## src/rtl/nn_pkg.sv

```systemverilog
// Shared neural-network definitions: layer sequencer state encoding and Q1.15 format constants.
package nn_pkg;

  localparam int DATA_WIDTH = 16;
  localparam int Q_FRAC     = 15;

  typedef enum logic [1:0] {
    IDLE,
    RUN,
    WAIT,
    DONE
  } seq_state_t;

endpackage

```

## src/rtl/valid_delay_line.sv

```systemverilog
// 1-bit shift register that delays a strobe by DEPTH cycles to match memory read latency.
module valid_delay_line #(
  parameter int DEPTH = 1
) (
  input  logic i_clk,
  input  logic i_rst_n,
  input  logic i_valid,
  output logic o_valid
);

  logic [DEPTH-1:0] r_sr;

  always_ff @(posedge i_clk) begin
    if (!i_rst_n) begin
      r_sr <= '0;
    end else begin
      r_sr <= (r_sr << 1) | DEPTH'(i_valid);
    end
  end

  assign o_valid = r_sr[DEPTH-1];

endmodule

```

## src/rtl/layer_sequencer.sv

```systemverilog
// Time-multiplexes one neuron MAC over all outputs of a fully connected layer.
// Optional LAYER_SEQ_CYCLE_CNT_EN adds a 32-bit busy-cycle counter port (cycle_count).
module layer_sequencer #(
  parameter int NUM_INPUTS  = 784,
  parameter int NUM_NEURONS = 10,
  parameter int DATA_WIDTH  = nn_pkg::DATA_WIDTH,
  parameter int MEM_LAT     = 1,
  parameter int IN_AW       = $clog2(NUM_INPUTS),
  parameter int W_AW        = $clog2(NUM_INPUTS * NUM_NEURONS),
  parameter int N_AW        = (NUM_NEURONS > 1) ? $clog2(NUM_NEURONS) : 1
) (
  input  logic                  clk,
  input  logic                  rst,
  input  logic                  start,
  output logic                  busy,
  output logic                  done,
  output logic [IN_AW-1:0]      in_addr,
  output logic [W_AW-1:0]       w_addr,
  output logic [N_AW-1:0]       b_addr,
  output logic                  rd_en,
  output logic                  neuron_clr,
  output logic                  neuron_valid,
  input  logic                  neuron_out_valid,
  input  logic [DATA_WIDTH-1:0] neuron_data,
  output logic                  out_we,
  output logic [N_AW-1:0]       out_addr,
  output logic [DATA_WIDTH-1:0] out_data
`ifdef LAYER_SEQ_CYCLE_CNT_EN
  ,
  output logic [31:0]           cycle_count
`endif
);

  import nn_pkg::*;

  localparam logic [IN_AW-1:0] LAST_I = IN_AW'(NUM_INPUTS - 1);
  localparam logic [N_AW-1:0]  LAST_N = N_AW'(NUM_NEURONS - 1);

  seq_state_t            r_state;
  logic                  r_busy;
  logic                  r_done;
  logic                  r_clr;
  logic                  r_rd;
  logic                  r_fin;
  logic [IN_AW-1:0]      r_i;
  logic [W_AW-1:0]       r_w;
  logic [N_AW-1:0]       r_n;
  logic                  r_we;
  logic [N_AW-1:0]       r_oaddr;
  logic [DATA_WIDTH-1:0] r_odata;

  always_ff @(posedge clk) begin
    if (!rst) begin
      r_state <= IDLE;
      r_busy  <= 1'b0;
      r_done  <= 1'b0;
      r_clr   <= 1'b1;
      r_rd    <= 1'b0;
      r_fin   <= 1'b0;
      r_i     <= '0;
      r_w     <= '0;
      r_n     <= '0;
      r_we    <= 1'b0;
      r_oaddr <= '0;
      r_odata <= '0;
    end else begin
      r_clr  <= 1'b0;
      r_we   <= 1'b0;
      r_done <= 1'b0;
      case (r_state)
        IDLE: begin
          if (start) begin
            r_state <= RUN;
            r_busy  <= 1'b1;
            r_clr   <= 1'b1;
            r_rd    <= 1'b1;
            r_i     <= '0;
            r_w     <= '0;
            r_n     <= '0;
          end
        end
        RUN: begin
          // w_addr keeps counting across the neuron boundary, so it is already n*NUM_INPUTS on re-entry
          r_w <= r_w + W_AW'(1);
          if (r_i == LAST_I) begin
            r_i     <= '0;
            r_rd    <= 1'b0;
            r_state <= WAIT;
          end else begin
            r_i <= r_i + IN_AW'(1);
          end
        end
        WAIT: begin
          // r_fin spends one cycle letting the final write land before done
          if (r_fin) begin
            r_fin   <= 1'b0;
            r_busy  <= 1'b0;
            r_done  <= 1'b1;
            r_state <= DONE;
          end else if (neuron_out_valid) begin
            r_we    <= 1'b1;
            r_oaddr <= r_n;
            r_odata <= neuron_data;
            if (r_n == LAST_N) begin
              r_fin <= 1'b1;
            end else begin
              r_n     <= r_n + N_AW'(1);
              r_rd    <= 1'b1;
              r_state <= RUN;
            end
          end
        end
        DONE: begin
          r_state <= IDLE;
        end
        default: begin
          r_state <= IDLE;
        end
      endcase
    end
  end

  valid_delay_line #(
    .DEPTH(MEM_LAT)
  ) u_valid_delay (
    .i_clk  (clk),
    .i_rst_n(rst),
    .i_valid(r_rd),
    .o_valid(neuron_valid)
  );

  assign busy       = r_busy;
  assign done       = r_done;
  assign in_addr    = r_i;
  assign w_addr     = r_w;
  assign b_addr     = r_n;
  assign rd_en      = r_rd;
  assign neuron_clr = r_clr;
  assign out_we     = r_we;
  assign out_addr   = r_oaddr;
  assign out_data   = r_odata;

`ifdef LAYER_SEQ_CYCLE_CNT_EN
  logic [31:0] r_cnt;

  always_ff @(posedge clk) begin
    if (!rst) begin
      r_cnt <= '0;
    end else if (r_state == IDLE && start) begin
      r_cnt <= '0;
    end else if (r_busy) begin
      r_cnt <= r_cnt + 32'd1;
    end
  end

  assign cycle_count = r_cnt;
`endif

endmodule
```

## config.mk

```make
export PLATFORM = sky130hd
export DESIGN_NAME = layer_sequencer
export DESIGN_NICKNAME = d
export VERILOG_FILES = /design/src/rtl/nn_pkg.sv /design/src/rtl/valid_delay_line.sv /design/src/rtl/layer_sequencer.sv
export SDC_FILE = /design/constraint.sdc
export NUM_CORES = 1
export LEC_CHECK = 0
export CAP_MARGIN = 20
export CORE_MARGIN = 10
export CORE_UTILIZATION = 42
export DETAILED_ROUTE_END_ITERATION = 16
export PLACE_DENSITY = 0.75
export SLEW_MARGIN = 20
export SYNTH_ARGS = -nofsm -noshare
export SYNTH_HDL_FRONTEND = slang
export SYNTH_SLANG_ARGS = --single-unit
```

## constraint.sdc

```tcl
create_clock -name clk -period 1.47 [get_ports clk]
set_clock_uncertainty 0.1 [all_clocks]
set_input_delay 0.2205 -clock clk [delete_from_list [all_inputs] [get_ports clk]]
set_output_delay 0.2205 -clock clk [all_outputs]
set_load 0.05 [all_outputs]
```

* Yosys cells after proc, flatten, opt, wreduce, memory -nomap -nowiden
Cells that the tools add are included.
** Storage, ports and cells
- Flip-flop bits (word level) :: 56
- Input port bits :: 20
- Output and inout bits :: 53
- Logic and storage cells :: 75
** Operators by class
- $add $sub $neg :: 3
- Equality and inequality tests :: 13
- Muxes and demuxes :: 31
- Bitwise operators :: 3
- Reduce and logical (&&, ||, !) cells :: 12
** Operator list (count)
- $pmux W13 S2 :: 1
- $mux W10 :: 2
- $pmux W10 S2 :: 1
- $mux W4 :: 4
- $add A13 B1 Y13 const B :: 1
- $mux W1 :: 13
- $mux W13 :: 1
- $ne A2 B2 Y1 const B :: 6
- $add A10 B1 Y10 const B :: 1
- $eq A10 B10 Y1 const B :: 1
- $mux W2 :: 5
- $pmux W2 S4 :: 1
- $pmux W4 S2 :: 1
- $ne A3 B3 Y1 const B :: 2
- $reduce_and A3 Y1 :: 2
- $reduce_and A6 Y1 :: 1
- $reduce_and A5 Y1 :: 1
- $add A4 B1 Y4 const B :: 1
- $eq A2 B2 Y1 const B :: 2
- $eq A4 B4 Y1 const B :: 1
- $reduce_and A2 Y1 :: 2
- $reduce_and A4 Y1 :: 1
- $reduce_bool A2 Y1 :: 2
- $not A1 Y1 :: 3
- other kinds (6) :: 6

* Logic depth before layout (Yosys ltp)
- Word-level depth :: 5
- Depth in mapped cells :: 6
- Mapped depth without buffers :: 6

* Hierarchy
Synthesis repeated with hierarchy kept, for this count alone.
** Second synthesis, totals
- Cells, all modules :: 295
- Area, all modules :: 2442.3 µm²
** By module, submodules not included
- layer_sequencer :: times used 1, cells each 293, area each 2416.1 µm², seq. area each 1101.1 µm²
- valid_delay_line :: times used 1, cells each 2, area each 26.3 µm², seq. area each 20.0 µm²

* Worst setup path after synthesis
OpenSTA, ideal clock, no wires.
- Path type :: register -> register
- Start :: reg r_w[0], in the netlist w_addr[0]
- End :: reg r_w[12], in the netlist w_addr[12]
- Library setup time :: 0.115 ns
- Arrival time :: 1.700 ns
- Required time :: 1.255 ns
- Setup slack :: -0.444 ns
- Cell stages (with the launch flop) :: 7
- Path buffers :: 1
- Period minus slack after synthesis :: 1.914 ns
- Cell sequence :: dfxtp_1 > ha_1 > and2_1 > buf_1 > nand4_1 > and3_1 > o21a_1
** Between the ends
- Longest elaborated chain between the ends :: 2
** Ends and longest elaborated chain
- from (decl) :: RTL line layer_sequencer.sv:46 : logic [W_AW-1:0] r_w;
- from (signal assigned) :: RTL line layer_sequencer.sv:84 : r_w <= r_w + W_AW'(1);
- $add A13 B1 Y13 :: RTL line layer_sequencer.sv:84
- $pmux W13 S2 :: RTL line layer_sequencer.sv:70 : case (r_state)
Every way passes these cells.
A chain may end at the register's enable or synchronous reset.

* Final worst setup path
- Start :: reg r_state[0]
- End :: reg r_n[2], in the netlist b_addr[2]
** Between the ends
- Longest elaborated chain between the ends :: 3
- Elaborated cells on any way between the ends :: 9
- Classes of those cells :: eq/ne: 5; mux: 1; reduce/logical: 3
** Ends and longest elaborated chain
- from (decl) :: RTL line layer_sequencer.sv:39 : seq_state_t r_state;
- from (signal assigned) :: RTL line layer_sequencer.sv:54 : r_state <= IDLE;
- from (signal assigned) :: RTL line layer_sequencer.sv:73 : r_state <= RUN;
- from (signal assigned) :: RTL line layer_sequencer.sv:88 : r_state <= WAIT;
- $eq A2 B2 Y1 or $logic_not A2 Y1 (tied branches) :: RTL line layer_sequencer.sv:70
- $ne A2 B2 Y1 (no line) or $reduce_bool A2 Y1 (tied branches)
- $reduce_and A5 Y1 (no line)
- to (signal assigned) :: RTL line layer_sequencer.sv:107 : r_n <= r_n + N_AW'(1);
- to (decl) :: RTL line layer_sequencer.sv:47 : logic [N_AW-1:0] r_n;
Parallel ways exist; a longest one is shown, timed or not.

==> flow_summary.toml <==
[status]
status = "complete, but fails checks"
violations = "setup timing"

[logic_synthesis]
syn_inst = 297
ys_ff_latch = 56
syn_nets = 321
ys_types = 48
yosys_warnings = 0
synth_seq_area_share_pct = 44.7
syn-cell-area_sq_um = 2510
async_flop_share_pct = 0
synth_enable_flop_cells = 0
syn_area_per_cell_sq_um = 8.45
yosys_most_used_dff = "dfxtp_1"

[clocking]
numCtsBuffers = 5
max-clock-path-buffers = 2
htreeDepth = 2
ctsHoldBuffers = 0
cts_num_sinks = 56
insertion_delay_ns = 0.31
cts_tree = "built"
clk_pin_slew_ns = 0.10
clockRootBuffer = "clkbuf_8"

[power]
leakage_uw = 0.00177
seqPwrFrac_pct = 52.2
total_power_uw = 2940
p_comb_share_pct = 15.9
ir_worst_vdd_mv = 0.397
p_clk_share_pct = 31.9
swShare_pct = 25.3
power.internal_uw = 2200
p_switching_uw = 743
p_per_area_nw_per_um2 = 629

[place]
gp_congestion = 0.878
dp_cells = 467
io_buffers = 72
dp_hpwl_mm = 5.56
placed_cell_area_sq_um = 4180

[route]
dr_total_vias = 2692
drc = 0
initialDrtViolationCount = 172
totalWireLength_mm = 8.60
first_pass_iters = 5
ant_nets = 0
via_per_inst = 5.47
wl_per_cell_um = 17.5

[timing]
fmax_mhz = 634
tightestPinTransition_ns = 0.374
fin_crit_sh_pct = 107
slew_headroom_pct = 75.0
setup_violations = 26
fin_crit_ns = 1.58
fin_ws_ns = -0.107
slew_viol_final = 0
rsz0062_at_grt = "true"
hold_viol_final = 0
fin_setup_tns_ns = -0.763

[floorplan]
die-height_um = 97.3
die-area_sq_um = 9470
dieWidth_um = 97.3
num_rows = 28
io_pins = 73
start_util_pct = 42.9
core-area_sq_um = 5850

[grt]
antenna_found_initial = 0
grt_max_degree = 30
overflow = 0
grt_pass1_wl_mm = 12.6
grt_pass1_vias = 2612
track_usage_pct = 15.4

[finish]
stdcell_count = 492
drive_above_1_share_pct = 43.9
antenna-diode-count = 0
fin_util_pct = 79.9
nNetsFinal = 440
fin_area_sq_um = 4670
areaGrowthSynthToFinish_pct = 86.2
mostFrequentLayoutCells = "nand2_1, buf_12, buf_4"

[flow_run]
cap_violations = 0

[worst_setup_path]
cp.arrival_ns = 1.71
cp_top_family = "simple AND/OR/NAND/NOR gates"
required_ns = 1.61
worstPathMaxFanout = 7
cpPeakStageDelay_ns = 0.41
end_kind = "flip-flop"
criticalPathCategory = "reg2reg"
path_buf_inv = 0
path_cells = "or3b_4, a21boi_4, or3_1, a21oi_1"
start_kind = "flip-flop"
critPathSlowestCell = "or3b_4"

[worst_hold_path]
hold_path.class = "in2reg"
[stage by stage]
step | hold slack, ns | setup slack [ns]
after floorplan | 0.265 | -0.0829
after global placement | 0.370 | -0.421
after detailed placement | 0.373 | -0.466
after CTS | 0.357 | -0.107
after global routing | 0.358 | -0.145
final | 0.345 | -0.107
[worst register-to-register path, delay by kind of cell (launching register included)]
kind	cells	cell delay [ns]
AO/OA/AOI/OAI	2	0.29
flip-flops	1	0.35
AND/OR/NAND/NOR	2	0.77
[sequential cells by signal (all words and copies together), names as in the netlist]
| name | flops |
|---|---|
| neuron_clr | 1 |
| in_addr | 10 |
| u_valid_delay.o_valid | 1 |
| out_we | 1 |
| r_state | 2 |
| rd_en | 1 |
| b_addr | 4 |
| busy | 1 |
| w_addr | 13 |
| r_fin | 1 |
| out_data | 16 |
| done | 1 |
| out_addr | 4 |
[power groups by stage]
stage	logic, uW	registers (uW)	clock network, uW
3_3_place_gp	379	1570	0
6_report	467	1530	938
3_5_place_dp	387	1580	0
5_1_grt	494	1540	1020
2_1_floorplan	114	1630	0
4_1_cts	408	1540	950
[logic make-up (layout without fill, tap and decap cells)]
kind of cell | after synthesis | after routing | synth area share (%)
xor gates and xnor gates | 2 | 2 | 0.698
muxes | 3 | 3 | 1.30
adders and majority gates | 4 | 4 | 1.99
DFF | 56 | 56 | 44.7
and+or+nand+nor | 134 | 135 | 27.3
buffers and inverters | 25 | 144 | 3.89
AOI/OAI and AO/OA | 73 | 73 | 20.2
[cells in the mapped netlist, types with 3 or more instances]
| cell | instances | area [sq um] |
|---|---|---|
| nor2_1 | 10 | 37.5 |
| a21boi_0 | 24 | 180 |
| inv_1 | 9 | 33.8 |
| or3_1 | 6 | 37.5 |
| dfxtp_1 | 56 | 1120 |
| and3_1 | 5 | 31.3 |
| and2_1 | 7 | 43.8 |
| nor2b_1 | 8 | 50.1 |
| a22oi_1 | 4 | 30.0 |
| a21oi_1 | 8 | 40.0 |
| or4_1 | 3 | 22.5 |
| buf_1 | 3 | 11.3 |
| nand3b_1 | 3 | 22.5 |
| o21ai_0 | 13 | 65.1 |
| nand3_1 | 15 | 75.1 |
| ha_1 | 4 | 50.1 |
| buf_2 | 3 | 15.0 |
| clkbuf_1 | 10 | 37.5 |
| nand2_1 | 60 | 225 |
| nand4_1 | 4 | 25.0 |
| a31oi_1 | 5 | 31.3 |
[path summary, 6_finish.rpt]
check | slack (ns) | startpoint | end | depth (start not counted)
worst min register to register | 0.39 | out_data[15] | out_data[15] | 2
worst min-delay path | 0.34 | neuron_data[3] | out_data[3] | 3
worst max register to register | -0.11 | r_state[0] | b_addr[2] | 4
worst max-delay path | -0.11 | r_state[0] | b_addr[2] | 4
[repair_timing]
item / CTS / global route
endpoints found under the setup margin: 43 / 47
buffers inserted: 2 / 11
gates resized for setup: 21 / 58
gates cloned: 0 / 4
pin swaps: 5 / 28
[per-layer routing]
metal  vias up  track usage (%)  wire [um]
li1       1284                -          -
met5         -                0          0
met2       123             27.2       4540
met3        21             6.97        800
met1      1264             16.2       3070
met4         0             3.80        184
[area by class of cell]
cell class              count  area [sq um]
clock buffers               7          97.6
clock inverters             1          5.00
fillers                   325          1180
inverters                   9          33.8
multi-input cells         217          1500
flip-flops and latches     56          1190
well taps                  75          93.8
repair buffers            127          1750
No activity file was read; power rests on OpenSTA's default activity.
